## config.mk

```make
export PLATFORM = sky130hd
export DESIGN_NAME = atm_bank_arbiter
export DESIGN_NICKNAME = d
export VERILOG_FILES = /design/src/rtl/atm_bank_arbiter.sv
export SDC_FILE = /design/constraint.sdc
export NUM_CORES = 1
export LEC_CHECK = 0
export BUFFER_PORTS_ARGS = -buffer_cell sky130_fd_sc_hd__buf_4
export CELL_PAD_IN_SITES_DETAIL_PLACEMENT = 0
export CELL_PAD_IN_SITES_GLOBAL_PLACEMENT = 1
export CORE_MARGIN = 2
export CORE_UTILIZATION = 30
export DETAILED_ROUTE_END_ITERATION = 12
export PLACE_DENSITY_LB_ADDON = 0.1
export REMOVE_ABC_BUFFERS = 1
export SLEW_MARGIN = 25
export SYNTH_ARGS = -nofsm -noshare
export SYNTH_HDL_FRONTEND = slang
export SYNTH_SLANG_ARGS = --single-unit
```

## constraint.sdc

```tcl
create_clock -name clock -period 3.7 [get_ports clock]
set_input_delay 0.37 -clock clock [delete_from_list [all_inputs] [get_ports clock]]
set_output_delay 0.37 -clock clock [all_outputs]
set_load 0.1 [all_outputs]
```

## src/rtl/atm_bank_arbiter.sv

```systemverilog
// Round-robin arbiter that runs read-check-write balance/withdraw/transfer operations on a shared balance store.
// Build option ATM_MIN_BALANCE_EN: withdraw/transfer must leave at least MIN_BAL in the source account.
module atm_bank_arbiter #(
  parameter int NUM_TERM = 4,
  parameter int ACCT_AW  = 4,
  parameter int BAL_W    = 10,
  parameter int MIN_BAL  = 500
) (
  input  logic                        clock,
  input  logic                        reset_n,
  input  logic [NUM_TERM-1:0]         req,
  input  logic [NUM_TERM*3-1:0]       term_op,
  input  logic [NUM_TERM*ACCT_AW-1:0] term_src,
  input  logic [NUM_TERM*ACCT_AW-1:0] term_dst,
  input  logic [NUM_TERM*BAL_W-1:0]   term_amount,
  output logic [NUM_TERM-1:0]         grant,
  output logic                        done,
  output logic [1:0]                  resp_status,
  output logic [BAL_W-1:0]            resp_balance,
  output logic [ACCT_AW-1:0]          mem_addr,
  output logic                        mem_we,
  output logic [BAL_W-1:0]            mem_wdata,
  input  logic [BAL_W-1:0]            mem_rdata,
  output logic [2:0]                  o_dbg_state
);

  // Handshake: a terminal holds req until its done pulse; grant is one-hot from LATCH
  // through RESP, done pulses once in RESP, and at least one IDLE cycle separates grants.
  typedef enum logic [2:0] {
    S_IDLE   = 3'd0,
    S_LATCH  = 3'd1,
    S_RD_SRC = 3'd2,
    S_RD_DST = 3'd3,
    S_EXEC   = 3'd4,
    S_WR_SRC = 3'd5,
    S_WR_DST = 3'd6,
    S_RESP   = 3'd7
  } state_t;

  localparam int TW = (NUM_TERM > 1) ? $clog2(NUM_TERM) : 1;
  localparam logic [TW-1:0]    LAST_TERM = TW'(NUM_TERM - 1);
  localparam logic [2:0]       OP_BAL    = 3'b001;
  localparam logic [2:0]       OP_XFER   = 3'b011;
  localparam logic [BAL_W-1:0] FLOOR     = BAL_W'(MIN_BAL);
`ifdef ATM_MIN_BALANCE_EN
  localparam logic FLOOR_EN = 1'b1;
`else
  localparam logic FLOOR_EN = 1'b0;
`endif

  state_t             r_state;
  logic [TW-1:0]      r_ptr;
  logic [TW-1:0]      r_win;
  logic [2:0]         r_op;
  logic [ACCT_AW-1:0] r_src;
  logic [ACCT_AW-1:0] r_dst;
  logic [BAL_W-1:0]   r_amt;
  logic [BAL_W-1:0]   r_src_bal;
  logic [BAL_W-1:0]   r_dst_bal;

  logic               w_found;
  logic [TW-1:0]      w_win;
  logic [TW-1:0]      w_idx;
  logic [BAL_W:0]     w_rem;
  logic [BAL_W:0]     w_sum;
  logic               w_insuff;
  logic               w_ovf;
  logic               w_bad;

  // First requester at or after the pointer, wrapping around.
  always_comb begin
    w_found = 1'b0;
    w_win   = '0;
    w_idx   = r_ptr;
    for (int k = 0; k < NUM_TERM; k++) begin
      if (!w_found && req[w_idx]) begin
        w_found = 1'b1;
        w_win   = w_idx;
      end
      w_idx = (w_idx == LAST_TERM) ? '0 : w_idx + 1'b1;
    end
  end

  // One extra bit catches the borrow (insufficient) and the carry (destination overflow).
  assign w_rem    = {1'b0, r_src_bal} - {1'b0, r_amt};
  assign w_sum    = {1'b0, r_dst_bal} + {1'b0, r_amt};
  assign w_insuff = w_rem[BAL_W] | (FLOOR_EN & (w_rem[BAL_W-1:0] < FLOOR));
  assign w_ovf    = w_sum[BAL_W];
  assign w_bad    = (r_op == 3'b000) | r_op[2] | ((r_op == OP_XFER) && (r_src == r_dst));

  assign o_dbg_state = r_state;

  always_ff @(posedge clock or negedge reset_n) begin
    if (!reset_n) begin
      r_state      <= S_IDLE;
      r_ptr        <= '0;
      r_win        <= '0;
      r_op         <= '0;
      r_src        <= '0;
      r_dst        <= '0;
      r_amt        <= '0;
      r_src_bal    <= '0;
      r_dst_bal    <= '0;
      grant        <= '0;
      done         <= 1'b0;
      resp_status  <= 2'b00;
      resp_balance <= '0;
      mem_addr     <= '0;
      mem_we       <= 1'b0;
      mem_wdata    <= '0;
    end else begin
      done   <= 1'b0;
      mem_we <= 1'b0;
      case (r_state)
        S_IDLE: begin
          if (w_found) begin
            r_state  <= S_LATCH;
            r_win    <= w_win;
            grant    <= NUM_TERM'(1) << w_win;
            r_op     <= term_op[w_win*3 +: 3];
            r_src    <= term_src[w_win*ACCT_AW +: ACCT_AW];
            r_dst    <= term_dst[w_win*ACCT_AW +: ACCT_AW];
            r_amt    <= term_amount[w_win*BAL_W +: BAL_W];
            mem_addr <= term_src[w_win*ACCT_AW +: ACCT_AW];
          end
        end
        S_LATCH: begin
          if (w_bad) begin
            r_state      <= S_RESP;
            done         <= 1'b1;
            resp_status  <= 2'b11;
            resp_balance <= '0;
          end else begin
            r_state <= S_RD_SRC;
            // Source read is already in flight; a transfer queues the destination read next.
            if (r_op == OP_XFER) mem_addr <= r_dst;
          end
        end
        S_RD_SRC: begin
          r_src_bal <= mem_rdata;
          if (r_op == OP_BAL) begin
            r_state      <= S_RESP;
            done         <= 1'b1;
            resp_status  <= 2'b00;
            resp_balance <= mem_rdata;
          end else if (r_op == OP_XFER) begin
            r_state <= S_RD_DST;
          end else begin
            r_state <= S_EXEC;
          end
        end
        S_RD_DST: begin
          r_dst_bal <= mem_rdata;
          r_state   <= S_EXEC;
        end
        S_EXEC: begin
          if (w_insuff) begin
            r_state      <= S_RESP;
            done         <= 1'b1;
            resp_status  <= 2'b01;
            resp_balance <= r_src_bal;
          end else if ((r_op == OP_XFER) && w_ovf) begin
            r_state      <= S_RESP;
            done         <= 1'b1;
            resp_status  <= 2'b10;
            resp_balance <= r_src_bal;
          end else begin
            r_state   <= S_WR_SRC;
            mem_we    <= 1'b1;
            mem_addr  <= r_src;
            mem_wdata <= w_rem[BAL_W-1:0];
          end
        end
        S_WR_SRC: begin
          if (r_op == OP_XFER) begin
            r_state   <= S_WR_DST;
            mem_we    <= 1'b1;
            mem_addr  <= r_dst;
            mem_wdata <= w_sum[BAL_W-1:0];
          end else begin
            r_state      <= S_RESP;
            done         <= 1'b1;
            resp_status  <= 2'b00;
            resp_balance <= w_rem[BAL_W-1:0];
          end
        end
        S_WR_DST: begin
          r_state      <= S_RESP;
          done         <= 1'b1;
          resp_status  <= 2'b00;
          resp_balance <= w_rem[BAL_W-1:0];
        end
        S_RESP: begin
          r_state <= S_IDLE;
          grant   <= '0;
          r_ptr   <= (r_win == LAST_TERM) ? '0 : r_win + 1'b1;
        end
        default: r_state <= S_IDLE;
      endcase
    end
  end

endmodule

```

# Word level (Yosys, flattened, before mapping)

Cells that the tools add are included.

Bits in registers: 80
Latch bits: 0
RAM bits: 0
Bits in read-only memories: 0
Input port bits: 100
Word-level logic and storage cells: 139
Memories kept: 0

Add/sub/neg operators: 6
Multipliers: 2
Div/mod/pow operators: 0
Order comparisons: 4
Eq/ne operators: 23
Shifts and indexed selects: 5
Mux-type cells: 62
Bitwise operators: 2
Reduce and logical (&&, ||, !) cells: 19

Operators with widths:

| operator            | count |
|---|---|
| $mux 10             | 8 |
| $pmux 10 s5         | 1 |
| $shiftx 40x7->10    | 1 |
| $shiftx 16x5->4     | 2 |
| $mux 2              | 15 |
| $mux 4              | 6 |
| $pmux 3 s8          | 1 |
| $pmux 10 s2         | 1 |
| $mux 1              | 17 |
| $ne 2x2->1 const B  | 8 |
| $pmux 4 s4          | 1 |
| $eq 3x3->1 const B  | 4 |
| $lt 2x3->1 const B  | 4 |
| $mux 3              | 4 |
| $shiftx 12x5->3     | 1 |
| $add 10x10->11      | 1 |
| $sub 10x10->11      | 1 |
| $pmux 2 s5          | 1 |
| $reduce_and 5->1    | 2 |
| $eq 3x2->1 const B  | 3 |
| $add 2x1->2 const B | 4 |
| $bmux 1 s2          | 4 |
| $eq 2x2->1 const B  | 4 |
| $pmux 4 s2          | 1 |
| other kinds (17)    | 28 |

# Depth between registers and ports, before layout

Depth in word-level cells: 15
Gate-level depth with buffers: 12
Depth with buffers taken out: 11

# Worst setup path before layout

OpenSTA, ideal clock, no wires.

Kind: register to register
From: reg r_state[1], in the netlist o_dbg_state[1]
To: reg r_src_bal[3]
Arrival: 2.629 ns
Data required time: 3.575 ns
Path slack: 0.946 ns
Cell stages (with the launch flop): 6
Path buffers: 2
Cells stage by stage: dfrtp_1 buf_1 clkinv_1 nor3_1 buf_2 mux2_2

Cells in the longest elaborated chain, start to end: 1

Ends and longest elaborated chain:

| element                | line | RTL |
|---|---|---|
| start, declared        | 51   | `state_t r_state;` |
| start signal, assigned | 95   | `r_state <= S_IDLE;` |
| start signal, assigned | 117  | `r_state <= S_LATCH;` |
| start signal, assigned | 129  | `r_state <= S_RESP;` |
| $eq 3x2->1             | 114  | `case (r_state)` |
| end signal, assigned   | 140  | `r_src_bal <= mem_rdata;` |
| end, declared          | 58   | `logic [BAL_W-1:0] r_src_bal;` |

No other way between the ends.
A chain may end at the register's enable or synchronous reset.

# Final worst setup path

From: reg r_ptr[0]
To: reg r_amt[3]

Cells in the longest elaborated chain, start to end: 14
Elaborated cells on any way between the ends: 34
Classes of those cells: add/sub: 3; mul: 1; eq/ne: 3; shift: 1; mux: 19; reduce/logical: 7

Ends and longest elaborated chain:

| element                                                              | line | RTL |
|---|---|---|
| start, declared                                                      | 52   | `logic [TW-1:0] r_ptr;` |
| start signal, assigned                                               | 196  | `r_ptr <= (r_win == LAST_TERM) ? '0 : r_win + 1'b1;` |
| parallel branches: the longest is 14 deep, another holds $mul 2x3->5 | n/a  |  |
| end signal, assigned                                                 | 123  | `r_amt <= term_amount[w_win*BAL_W +: BAL_W];` |
| end, declared                                                        | 57   | `logic [BAL_W-1:0] r_amt;` |

Parallel ways; which one is timed is not known. The select of a mux whose other input is x is not followed.

==> reports/metrics.csv <==
metric,value,unit
status,finished clean,
synth_ff_type,dfrtp_1,
start_util,30.5,%
cts.path.max_buffers,2,
end_kind,flop,
dpl-instance-area,6960,um^2
die_width,142,um
grt_pass1_wl,27000,um
critical_path.startpoint_type,flop,
min_period_over_period,90.4,%
cts_resized,0,
antenna_cells,0,
die_h,142,um
root_buffer,clkbuf_16,
antenna_found_initial,0,
avgSynthCellArea,10.0,um^2
fin_area,7290,um^2
rrSetupSlack,360,ps
hold_class,primary input to async pin,
final_nets,821,
hold_ws,45.0,ps
drt_wl_total,16700,um
cts_sinks,80,
viasPerCell,5.17,
io_buffers,134,
cts_made_buffers,9,
layout-drive-gt1-share,31.9,%
clock_latency,350,ps
synth-edff-count,0,
met2WireLength,7880,um
netlist_area,5700,um^2
num-fill-cells,1865,
grt_max_degree,54,
relSlewSlack,47.2,%
wl_met3,630,um
critPathKind,flop to flop,
finalClockSkew,3.90,ps
post_synth_num_cell_types,75,
crit_path_max_fanout,26,
cts_setup_buffers,0,
synth_warnings,0,
rsz0062_at_grt,false,
gp_congestion,0.862,
core_area,18700,um^2
synth_seq_cells,80,
grt_usage,17.3,%
async_flop_share,100,%
r2r-start,r_ptr[0]$_DFFE_PN0P_,
syn_to_final_growth,27.8,%
synth_area_leader_cell,dfrtp_1,
ant_nets,0,
drc,0,
yosysSeqAreaShare,35.1,%
synthCells,568,
setup_viol,0,
reg2regPathDepth,9,
hold_violations,0,
drv_cap,0,
cp.required,3930,ps
wl_per_cell,17.8,um
startpoint,r_ptr[0]$_DFFE_PN0P_,
top_layer,met4,
tritoncts,done,
fmax,299,MHz
worstPathArrival,3580,ps
ys_top_cells_by_area,"dfrtp_1, mux2i_1, mux2_2, ha_1, a21oi_1",
slew_violations,0,
fin_setup_tns,0,ps
dp_hpwl,12700,um
cts_max_level,3,
grt-ovfl-total,0,
met1_length,7860,um
cts.clk_slew.worst_paths,60,ps
hold_buffers,0,
r2r_end,r_amt[3]$_DFFE_PN0P_,
io_pins,135,
dr.pass1.iters,4,
drtIter0Drc,261,
synth_top_area_share,35.1,%
die-area,20100,um^2
grt_pass1_vias,5033,
worstMarginPinSlew,772,ps
vias,4843,
placementRows,50,
layout_min_cycle_time,3340,ps
## through the flow
stage	util, %	std cells	worst slack [ps]
6_report	39.0	936	356
5_1_grt	39.0	936	103
4_1_cts	39.0	936	367
3_5_place_dp	37.2	920	379
3_3_place_gp	37.2	920	498
2_1_floorplan	-	539	-167
## sequential cells by signal, indices dropped and copies added (netlist names), 3 cells and up
name          cells
o_dbg_state       3
r_op              3
resp_balance     10
r_dst_bal        10
mem_wdata        10
r_src             4
r_dst             4
mem_addr          4
grant             4
r_src_bal        10
r_amt            10
## layer usage
layer,up-vias,global-route usage (%)
met3,17,3.21
met2,104,28.1
met5,-,0
li1,2372,-
met4,0,5.21
met1,2350,23.5
## how the worst max path moves through the flow
stage	endpoint	slack, ps	cells after the start
3_5_place_dp	r_op[2]$_DFFE_PN0P_	380	9
5_1_grt	r_amt[2]$_DFFE_PN0P_	100	9
4_1_cts	r_op[2]$_DFFE_PN0P_	370	9
3_3_place_gp	r_amt[0]$_DFFE_PN0P_	500	9
2_1_floorplan	grant[0]$_DFFE_PN0P_	-170	7
6_report	r_amt[3]$_DFFE_PN0P_	360	9
## logic make-up (layout without fill, tap and decap cells)
| family | count (synthesis) | in the layout | share of synthesized area (%) |
|---|---|---|---|
| adders and majority gates | 24 | 24 | 5.53 |
| AOI/OAI and AO/OA | 149 | 149 | 17.9 |
| and+or+nand+nor | 126 | 126 | 12.2 |
| DFF | 80 | 80 | 35.1 |
| buffers and inverters | 57 | 191 | 4.63 |
| muxes | 120 | 120 | 22.7 |
| xor gates and xnor gates | 12 | 12 | 1.84 |
## critical path: stages, from the launching register on
cell,delay (ps)
dfrtp_1,530
ha_1,650
mux2i_1,530
mux2i_1,210
nor3_4,350
nor2_4,90
buf_4,270
mux2i_1,220
mux2i_1,100
mux2_2,270
## Yosys cell counts (9+ instances only)
library cell	count
mux2i_1	62
o21a_1	11
dfrtp_1	80
a21oi_1	32
inv_1	27
ha_1	22
buf_2	12
a22oi_1	9
mux2_1	12
clkbuf_1	10
nand3_1	11
nor2_1	23
nand2_1	38
mux2_2	44
o21ai_0	27
## cell usage in the layout (no fill, tap or decap), types with 4 or more instances in the layout
cell type	instances
nand4_1	4
o22ai_1	8
mux2_2	44
clkbuf_16	9
a22o_1	5
mux2i_1	62
a211o_1	6
or3b_1	4
o21ai_0	27
dfrtp_1	80
nand3_1	11
a22oi_1	9
xor2_1	8
ha_1	22
a21o_1	6
inv_1	27
nor2_1	23
or3_1	4
a21oi_1	32
nand2_1	38
a211oi_1	7
o21a_1	11
a31oi_1	6
o31ai_1	4
nor3_1	6
xnor2_1	4
or2_2	4
mux2_1	12
buf_4	147
nor2b_1	6
## cell type report
cell class	instances	area [um^2]	share of cell area (%)
Clock buffer	14	274	3.76
Clock inverter	2	60.1	0.824
Inverter	28	105	1.44
Multi-Input combinational cell	431	3450	47.4
Sequential cell	80	2000	27.5
Tap cell	234	293	4.02
Timing Repair Buffer	147	1100	15.1
Power is not shown: default switching activity piles up to over one toggle a cycle in this logic, so the estimate is an artifact.
